`config.mk`:
```
export PLATFORM = sky130hd
export DESIGN_NAME = matrix_multiplier_seq_flat
export DESIGN_NICKNAME = d
export VERILOG_FILES = /design/src/rtl/matrix_multiplier_seq_if.sv /design/src/rtl/matrix_multiplier_seq.sv /design/src/flat_wrapper.sv
export SDC_FILE = /design/constraint.sdc
export NUM_CORES = 2
export LEC_CHECK = 0
export ABC_AREA = 1
export CORE_MARGIN = 2
export CORE_UTILIZATION = 55
export DETAILED_ROUTE_END_ITERATION = 7
export PLACE_DENSITY = 0.92
export SYNTH_ARGS = -nofsm -noshare
export SYNTH_HDL_FRONTEND = slang
export SYNTH_SLANG_ARGS = --single-unit
```
`constraint.sdc`:
```
create_clock -name clk -period 5.94 [get_ports clk]
set_input_delay 1.188 -clock clk [delete_from_list [all_inputs] [get_ports clk]]
set_output_delay 1.188 -clock clk [all_outputs]
set_load 0.05 [all_outputs]
```
`src/rtl/matrix_multiplier_seq_if.sv`:
```
// Host, control and dual-port memory signals of the matrix multiply engine.
interface matrix_multiplier_seq_if #(
   parameter int DATA_WIDTH  = 32,
   parameter int ADDR_WIDTH  = 12,
   parameter int MAX_LEN_LOG = 7
);
   logic                   start;
   logic [MAX_LEN_LOG-1:0] dim_m, dim_k, dim_n;
   logic [ADDR_WIDTH-1:0]  base_a, base_b, base_c;
   logic                   busy, done, error;
   logic [ADDR_WIDTH-1:0]  host_addr;
   logic [DATA_WIDTH-1:0]  host_data_in;
   logic                   host_we;
   logic [DATA_WIDTH-1:0]  host_data_out;
   logic [ADDR_WIDTH-1:0]  mem_addr_a;
   logic [DATA_WIDTH-1:0]  mem_q_a;
   logic [ADDR_WIDTH-1:0]  mem_addr_b;
   logic [DATA_WIDTH-1:0]  mem_data_b;
   logic                   mem_we_b;
   logic [DATA_WIDTH-1:0]  mem_q_b;

   modport master (
      output start, dim_m, dim_k, dim_n, base_a, base_b, base_c,
             host_addr, host_data_in, host_we, mem_q_a, mem_q_b,
      input  busy, done, error, host_data_out,
             mem_addr_a, mem_addr_b, mem_data_b, mem_we_b
   );

   modport slave (
      input  start, dim_m, dim_k, dim_n, base_a, base_b, base_c,
             host_addr, host_data_in, host_we, mem_q_a, mem_q_b,
      output busy, done, error, host_data_out,
             mem_addr_a, mem_addr_b, mem_data_b, mem_we_b
   );
endinterface

```
`src/rtl/matrix_multiplier_seq.sv`:
```
// Sequential C = A x B engine driving ports A and B of a dual-port matrix memory.
// Define MM_SATURATE_EN to clamp written results instead of keeping the low bits.
module matrix_multiplier_seq #(
   parameter int DATA_WIDTH  = 32,
   parameter int ADDR_WIDTH  = 12,
   parameter int MAX_LEN     = 100,
   parameter int MAX_LEN_LOG = 7
) (
   input logic                    clk,
   input logic                    reset,
   matrix_multiplier_seq_if.slave bus
);
   localparam int ACC_W = 2*DATA_WIDTH + MAX_LEN_LOG;
   localparam logic [MAX_LEN_LOG-1:0] MAX_L = MAX_LEN_LOG'(MAX_LEN);
   localparam logic [MAX_LEN_LOG-1:0] ONE   = MAX_LEN_LOG'(1);

   typedef enum logic [2:0] {IDLE, READ, DRAIN, WRITE, FIN} state_t;

   state_t                  state_q, state_d;
   logic [MAX_LEN_LOG-1:0]  m_q, m_d, k_q, k_d, n_q, n_d;
   logic [MAX_LEN_LOG-1:0]  i_q, i_d, j_q, j_d, kc_q, kc_d;
   logic [ADDR_WIDTH-1:0]   ptr_a_q, ptr_a_d, row_a_q, row_a_d;
   logic [ADDR_WIDTH-1:0]   ptr_b_q, ptr_b_d, col_b_q, col_b_d, base_b_q, base_b_d;
   logic [ADDR_WIDTH-1:0]   ptr_c_q, ptr_c_d;
   logic signed [ACC_W-1:0] acc_q, acc_d;
   logic                    done_q, done_d, error_q, error_d;
   logic                    dims_ok, busy;
   logic signed [2*DATA_WIDTH-1:0] prod;
   logic [DATA_WIDTH-1:0]   result;

   assign dims_ok = (bus.dim_m != '0) && (bus.dim_m <= MAX_L) &&
                    (bus.dim_k != '0) && (bus.dim_k <= MAX_L) &&
                    (bus.dim_n != '0) && (bus.dim_n <= MAX_L);

   // Memory data lags the issued address by one cycle, so this is the previous pair.
   assign prod = $signed(bus.mem_q_a) * $signed(bus.mem_q_b);
   assign busy = (state_q == READ) || (state_q == DRAIN) || (state_q == WRITE);

`ifdef MM_SATURATE_EN
   localparam logic signed [ACC_W-1:0] SAT_MAX =
      {{(ACC_W-DATA_WIDTH+1){1'b0}}, {(DATA_WIDTH-1){1'b1}}};
   localparam logic signed [ACC_W-1:0] SAT_MIN = ~SAT_MAX;
   always_comb begin
      result = acc_q[DATA_WIDTH-1:0];
      if (acc_q > SAT_MAX)      result = SAT_MAX[DATA_WIDTH-1:0];
      else if (acc_q < SAT_MIN) result = SAT_MIN[DATA_WIDTH-1:0];
   end
`else
   assign result = acc_q[DATA_WIDTH-1:0];
`endif

   always_comb begin
      state_d  = state_q;
      m_d      = m_q;
      k_d      = k_q;
      n_d      = n_q;
      i_d      = i_q;
      j_d      = j_q;
      kc_d     = kc_q;
      ptr_a_d  = ptr_a_q;
      row_a_d  = row_a_q;
      ptr_b_d  = ptr_b_q;
      col_b_d  = col_b_q;
      base_b_d = base_b_q;
      ptr_c_d  = ptr_c_q;
      acc_d    = acc_q;
      done_d   = 1'b0;
      error_d  = error_q;
      case (state_q)
         IDLE: if (bus.start) begin
            if (dims_ok) begin
               m_d      = bus.dim_m;
               k_d      = bus.dim_k;
               n_d      = bus.dim_n;
               i_d      = '0;
               j_d      = '0;
               kc_d     = '0;
               ptr_a_d  = bus.base_a;
               row_a_d  = bus.base_a;
               ptr_b_d  = bus.base_b;
               col_b_d  = bus.base_b;
               base_b_d = bus.base_b;
               ptr_c_d  = bus.base_c;
               error_d  = 1'b0;
               state_d  = READ;
            end else begin
               error_d = 1'b1;
               done_d  = 1'b1;
            end
         end
         READ: begin
            acc_d   = (kc_q == '0) ? '0 : acc_q + ACC_W'(prod);
            ptr_a_d = ptr_a_q + ADDR_WIDTH'(1);
            ptr_b_d = ptr_b_q + ADDR_WIDTH'(n_q);
            if (kc_q == k_q - ONE) begin
               kc_d    = '0;
               state_d = DRAIN;
            end else begin
               kc_d = kc_q + ONE;
            end
         end
         DRAIN: begin
            acc_d   = acc_q + ACC_W'(prod);
            state_d = WRITE;
         end
         WRITE: begin
            ptr_c_d = ptr_c_q + ADDR_WIDTH'(1);
            state_d = READ;
            if (j_q == n_q - ONE) begin
               j_d     = '0;
               i_d     = i_q + ONE;
               row_a_d = row_a_q + ADDR_WIDTH'(k_q);
               ptr_a_d = row_a_q + ADDR_WIDTH'(k_q);
               col_b_d = base_b_q;
               ptr_b_d = base_b_q;
               if (i_q == m_q - ONE) begin
                  state_d = FIN;
                  done_d  = 1'b1;
               end
            end else begin
               j_d     = j_q + ONE;
               ptr_a_d = row_a_q;
               col_b_d = col_b_q + ADDR_WIDTH'(1);
               ptr_b_d = col_b_q + ADDR_WIDTH'(1);
            end
         end
         FIN:     state_d = IDLE;
         default: state_d = IDLE;
      endcase
   end

   always_ff @(posedge clk or posedge reset) begin
      if (reset) begin
         state_q  <= IDLE;
         m_q      <= '0;
         k_q      <= '0;
         n_q      <= '0;
         i_q      <= '0;
         j_q      <= '0;
         kc_q     <= '0;
         ptr_a_q  <= '0;
         row_a_q  <= '0;
         ptr_b_q  <= '0;
         col_b_q  <= '0;
         base_b_q <= '0;
         ptr_c_q  <= '0;
         acc_q    <= '0;
         done_q   <= 1'b0;
         error_q  <= 1'b0;
      end else begin
         state_q  <= state_d;
         m_q      <= m_d;
         k_q      <= k_d;
         n_q      <= n_d;
         i_q      <= i_d;
         j_q      <= j_d;
         kc_q     <= kc_d;
         ptr_a_q  <= ptr_a_d;
         row_a_q  <= row_a_d;
         ptr_b_q  <= ptr_b_d;
         col_b_q  <= col_b_d;
         base_b_q <= base_b_d;
         ptr_c_q  <= ptr_c_d;
         acc_q    <= acc_d;
         done_q   <= done_d;
         error_q  <= error_d;
      end
   end

   // Port B belongs to the host whenever the engine is not mid-job.
   always_comb begin
      bus.busy       = busy;
      bus.done       = done_q;
      bus.error      = error_q;
      bus.mem_addr_a = (state_q == READ) ? ptr_a_q : '0;
      if (!busy) begin
         bus.mem_addr_b    = bus.host_addr;
         bus.mem_data_b    = bus.host_data_in;
         bus.mem_we_b      = bus.host_we & ~reset;
         bus.host_data_out = bus.mem_q_b;
      end else begin
         bus.mem_addr_b    = (state_q == WRITE) ? ptr_c_q : ptr_b_q;
         bus.mem_data_b    = result;
         bus.mem_we_b      = (state_q == WRITE);
         bus.host_data_out = '0;
      end
   end
endmodule

```
`src/flat_wrapper.sv`:
```
// flat-port wrapper written by rule: the top's interface ports become plain ports
module matrix_multiplier_seq_flat 
#(
   parameter int DATA_WIDTH  = 32,
   parameter int ADDR_WIDTH  = 12,
   parameter int MAX_LEN     = 100,
   parameter int MAX_LEN_LOG = 7
)
  (clk, reset, bus_start, bus_dim_m, bus_dim_k, bus_dim_n, bus_base_a, bus_base_b, bus_base_c, bus_host_addr, bus_host_data_in, bus_host_we, bus_mem_q_a, bus_mem_q_b, bus_busy, bus_done, bus_error, bus_host_data_out, bus_mem_addr_a, bus_mem_addr_b, bus_mem_data_b, bus_mem_we_b);
  matrix_multiplier_seq_if #(.DATA_WIDTH(DATA_WIDTH), .ADDR_WIDTH(ADDR_WIDTH), .MAX_LEN_LOG(MAX_LEN_LOG)) bus_i ();
  input logic clk;
  input logic reset;
  input wire logic [$bits(bus_i.start)-1:0] bus_start;
  input wire logic [$bits(bus_i.dim_m)-1:0] bus_dim_m;
  input wire logic [$bits(bus_i.dim_k)-1:0] bus_dim_k;
  input wire logic [$bits(bus_i.dim_n)-1:0] bus_dim_n;
  input wire logic [$bits(bus_i.base_a)-1:0] bus_base_a;
  input wire logic [$bits(bus_i.base_b)-1:0] bus_base_b;
  input wire logic [$bits(bus_i.base_c)-1:0] bus_base_c;
  input wire logic [$bits(bus_i.host_addr)-1:0] bus_host_addr;
  input wire logic [$bits(bus_i.host_data_in)-1:0] bus_host_data_in;
  input wire logic [$bits(bus_i.host_we)-1:0] bus_host_we;
  input wire logic [$bits(bus_i.mem_q_a)-1:0] bus_mem_q_a;
  input wire logic [$bits(bus_i.mem_q_b)-1:0] bus_mem_q_b;
  output wire logic [$bits(bus_i.busy)-1:0] bus_busy;
  output wire logic [$bits(bus_i.done)-1:0] bus_done;
  output wire logic [$bits(bus_i.error)-1:0] bus_error;
  output wire logic [$bits(bus_i.host_data_out)-1:0] bus_host_data_out;
  output wire logic [$bits(bus_i.mem_addr_a)-1:0] bus_mem_addr_a;
  output wire logic [$bits(bus_i.mem_addr_b)-1:0] bus_mem_addr_b;
  output wire logic [$bits(bus_i.mem_data_b)-1:0] bus_mem_data_b;
  output wire logic [$bits(bus_i.mem_we_b)-1:0] bus_mem_we_b;
  assign bus_i.start = bus_start;
  assign bus_i.dim_m = bus_dim_m;
  assign bus_i.dim_k = bus_dim_k;
  assign bus_i.dim_n = bus_dim_n;
  assign bus_i.base_a = bus_base_a;
  assign bus_i.base_b = bus_base_b;
  assign bus_i.base_c = bus_base_c;
  assign bus_i.host_addr = bus_host_addr;
  assign bus_i.host_data_in = bus_host_data_in;
  assign bus_i.host_we = bus_host_we;
  assign bus_i.mem_q_a = bus_mem_q_a;
  assign bus_i.mem_q_b = bus_mem_q_b;
  assign bus_busy = bus_i.busy;
  assign bus_done = bus_i.done;
  assign bus_error = bus_i.error;
  assign bus_host_data_out = bus_i.host_data_out;
  assign bus_mem_addr_a = bus_i.mem_addr_a;
  assign bus_mem_addr_b = bus_i.mem_addr_b;
  assign bus_mem_data_b = bus_i.mem_data_b;
  assign bus_mem_we_b = bus_i.mem_we_b;
  matrix_multiplier_seq #(.DATA_WIDTH(DATA_WIDTH), .ADDR_WIDTH(ADDR_WIDTH), .MAX_LEN(MAX_LEN), .MAX_LEN_LOG(MAX_LEN_LOG)) u_core (.clk(clk), .reset(reset), .bus(bus_i));
endmodule
```
==> flow_metrics.tcl, run 1 <==
set metrics [dict create \
    ys_seq_area_share_pct 13.3 \
    initial_core_util_pct 55.5 \
    synthCells 3933 \
    synth_edf_count 0 \
    dp.cells 5056 \
    ys_ff_latch 151 \
    yosys.area_share.simple_pct 19.1 \
    synth.area.top_cells "fa_1, inv_1, dfrtp_1" \
    ys_types 64 \
    avgSynthCellArea_sq_um 7.24 \
    grt.overflow.total 2 \
    detailed_place_hpwl_microns 74700 \
    cts_buffers 17 \
    synth_common_cells "inv_1, nand2_1, fa_1" \
    synth_flop_cell "dfrtp_1" \
    synth_compound_area_share_pct 9.23 \
    synth.most_common_cell "inv_1" \
    holdBufCountCts 0 \
    error_line "[ERROR GRT-0232] Routing congestion too high. Check the congestion heatmap in the GUI." \
    track_usage_pct 70.1 \
    htreeDepth 4 \
    synth_top_family_by_area "adder cells" \
    synth_top_cell_by_area "fa_1" \
    root_buffer "clkbuf_16" \
    pin_count 261 \
    gp_congestion 0.973 \
    synthAdderAreaFrac_pct 38.0 \
    rows 83 \
    cts_buffer_depth 2 \
    port_buffers 260 \
    syn_nets 4720 \
    antenna_found_initial 27 \
    dieHeight_microns 232 \
    crit_endpoint "u_core.acc_q[31]$_DFFE_PP0P_/D" \
    async_reset_ff_share_pct 100 \
    synth-xor-area-share_pct 3.10 \
    stop_stage "5_1_grt" \
    die_w_microns 232 \
    clock_sinks 151 \
    yosysTopAreaCellShare_pct 28.9 \
    synthMuxAreaShare_pct 0.751 \
    outcome "aborted with a tool error" \
    yosysWarnings 0 \
    worst_endpoint_kind "register input" \
    place_area_sq_um 35000 \
    netlist_area_sq_um 28500 \
    grt_max_degree 72 \
]
[stage by stage]
stage	utilization [%]	worst slack, ns
detailed placement	68.2	-3.36
CTS	73.9	-2.41
global placement	68.2	-3.17
floorplan	-	-2.33
[routing by layer]
| layer | track usage, % | GRT overflow |
|---|---|---|
| met5 | 47.2 | 0 |
| met4 | 65.7 | 1 |
| met3 | 64.2 | 0 |
| met2 | 82.7 | 1 |
| met1 | 67.0 | 0 |
[cell families after synthesis]
logic type | Yosys count
AOI/OAI and AO/OA | 438
muxes | 19
adders and majority gates | 618
xor gates and xnor gates | 101
DFF | 151
buffers and inverters | 1244
and+or+nand+nor | 1362
[repair_timing]
item                                    in CTS
cloned                                      12
endpoints found under the setup margin      26
hold endpoints to repair                     0
pin swaps                                  207
setup buffers                              114
gates resized for setup                    395
==> run 2: changes to the inputs <==
--- a/config.mk
+++ b/config.mk
@@ -7,9 +7,9 @@
 export LEC_CHECK = 0
 export ABC_AREA = 1
 export CORE_MARGIN = 2
-export CORE_UTILIZATION = 55
+export CORE_UTILIZATION = 40
 export DETAILED_ROUTE_END_ITERATION = 7
-export PLACE_DENSITY = 0.92
+export PLACE_DENSITY_LB_ADDON = 0.15
 export SYNTH_ARGS = -nofsm -noshare
 export SYNTH_HDL_FRONTEND = slang
 export SYNTH_SLANG_ARGS = --single-unit
==> constraint.sdc (replaced) <==
create_clock -name clk -period 7.7 [get_ports clk]
set_input_delay 1.54 -clock clk [delete_from_list [all_inputs] [get_ports clk]]
set_output_delay 1.54 -clock clk [all_outputs]
set_load 0.05 [all_outputs]
==> run 2 against run 1 <==
The flow now finishes, with violations (negative setup slack). Area after synthesis stayed put. Synthesized cell count stayed put.
==> flow_metrics.tcl, run 2 <==
set metrics [dict create \
    yosysTopAreaCellShare_pct 28.9 \
    drt_iter0_drc 1599 \
    ys_types 64 \
    root_buffer "clkbuf_16" \
    track_usage_pct 26.5 \
    netlist_area_sq_um 28500 \
    layout-drive-gt1-share_pct 23.3 \
    antenna_found_initial 8 \
    finalCritPeriodShare_pct 114 \
    grt_pass1_wl_microns 153000 \
    ys_seq_area_share_pct 13.3 \
    rows 97 \
    synthCells 3933 \
    largest_reg_flops 32 \
    drt-pass1-iter-count 5 \
    crit_top_cell "fa_1" \
    timing.hold.ws_ns 0.477 \
    end_kind "flip-flop" \
    max-cap-violations 0 \
    cp.depth 41 \
    fin_skew_ns 0.0108 \
    outcome "finished, violations left" \
    top_usage_layer "met2" \
    reg2regPathDepth 11 \
    synth.most_common_cell "inv_1" \
    fmax_mhz 114 \
    detailed_place_hpwl_microns 74800 \
    clock_sinks 151 \
    use_met3_pct 3.02 \
    crit_required_ns 8.04 \
    vias 26700 \
    rsz0062_at_grt "yes" \
    top_register "u_core.acc_q" \
    cts_buffer_depth 2 \
    gp_congestion 0.898 \
    worstSetupPathType "in2reg" \
    ant_nets 0 \
    hold_path.class "reg2reg" \
    worst_path_largest_cell_delay_ns 0.53 \
    htreeDepth 4 \
    worst_pin_slew_ns 1.02 \
    dieHeight_microns 271 \
    synth.area.top_cells "fa_1, inv_1, dfrtp_1" \
    layout_setup_ws_ns -1.09 \
    die_area_sq_um 73400 \
    clk_latency_ns 0.46 \
    cts.reportedPaths.clkPinSlew_ns 0.07 \
    remaining_drc_errors 0 \
    worstSetupStartpointType "input pin" \
    layout.nets 5349 \
    setup_violations 20 \
    avgSynthCellArea_sq_um 7.24 \
    holdBufCountCts 0 \
    use_met1_pct 34.4 \
    initial_core_util_pct 40.5 \
    cp_top_family "adder cells" \
    syn_nets 4720 \
    cts_tree "yes" \
    synth_edf_count 0 \
    port_buffers 260 \
    critPathBufInv 12 \
    cts_buffers 17 \
    synth_common_cells "inv_1, nand2_1, fa_1" \
    dpl_worst_slack_ns -2.04 \
    min_path_cells 2 \
    finalHoldViolCount 0 \
    synth_top_cell_by_area "fa_1" \
    synth_flop_cell "dfrtp_1" \
    vias_per_cell 4.83 \
    design.core.area_sq_um 70300 \
    yosysWarnings 0 \
    fin_crit_ns 8.79 \
    dp.cells 5313 \
    arrival_ns 9.13 \
    layout_commonest_cell "inv_1" \
    grt_max_degree 61 \
    crit_fanout 6 \
    async_reset_ff_share_pct 100 \
    die_w_microns 271 \
    routedWlPerCell_microns 17.2 \
    violations "negative setup slack" \
    area_delta_synth_final_pct 38.4 \
    grt_pass1_vias 28000 \
    slowest_stage "fa_1" \
    use_met2_pct 46.4 \
    stdcell_count 5517 \
    relSlewSlack_pct 31.9 \
    utilization_pct 56.1 \
    wl_microns 95000 \
    slew_viol_final 0 \
    ys_ff_latch 151 \
    grt.overflow.total 0 \
    final_cell_mix "inv_1, nand2_1, fa_1, buf_4, clkdlybuf4s50_1" \
    pin_count 261 \
]
run 2: worst paths after layout:
kind / from / endpoint / slack, ns
max in group asynchronous: reset / u_core.acc_q[29] / 5.10
hold / removal: u_core.base_b_q[7] / u_core.base_b_q[7] / 0.48
min in group asynchronous: reset / u_core.ptr_b_q[6] / 1.44
hold reg to reg: u_core.base_b_q[7] / u_core.base_b_q[7] / 0.48
setup reg to reg: u_core.state_q[2] / u_core.acc_q[24] / 3.40
setup / recovery: bus_mem_q_a[23] / u_core.acc_q[31] / -1.09
run 2: layer usage:
metal | vias up | part of all wire, % | wire length (microns)
met5 | - | 0.062 | 59
met4 | 12 | 3.2 | 3010
met3 | 145 | 4.6 | 4390
met2 | 685 | 49 | 46800
met1 | 12900 | 43 | 40800
li1 | 12900 | - | -
run 2: area by class of cell:
class | count | area [sq um]
tap | 940 | 1180
multi-input combinational | 2538 | 22200
timing repair buffer | 771 | 7600
fill | 6536 | 30800
antenna | 2 | 5.00
clock inverter | 15 | 183
sequential | 151 | 3780
inverter | 1083 | 4070
clock buffer | 17 | 425
run 2: timing repair:
action / 4_1_cts / 5_1_grt
endpoints found under the setup margin: 21 / 21
pin swaps: 227 / 142
cloned: 8 / 0
buffers inserted: 135 / 46
gates resized for setup: 483 / 200
run 2: worst register-to-register path, delay by kind of cell, from the launching register on:
kind	cells	cell delay, ns
AND/OR/NAND/NOR	2	0.85
flip-flops	1	0.40
buffers and inverters	5	1.72
AO/OA/AOI/OAI	4	1.25
run 2: through the flow:
step / TNS [ns] / instance area (sq um)
floorplan: -5.75 / 29800
global placement: -31.80 / 35200
detailed placement: -32.70 / 35200
CTS: -12.02 / 38600
global route: -19.83 / 39400
finish: -14.45 / 39400
run 2: cells by family after synthesis:
family                   Yosys count  share of synthesized area [%]
AO/OA/AOI/OAI                    438                           9.23
AND/OR/NAND/NOR                 1362                           19.1
multiplexers                      19                          0.751
buffers and inverters           1244                           16.6
XOR/XNOR                         101                           3.10
adder cells (fa/ha/maj)          618                           38.0
flip-flops                       151                           13.3
Power of run 2 is left out: the tool's default activity adds up to more than one toggle a clock period on the data nets, which glitch-free logic cannot reach.
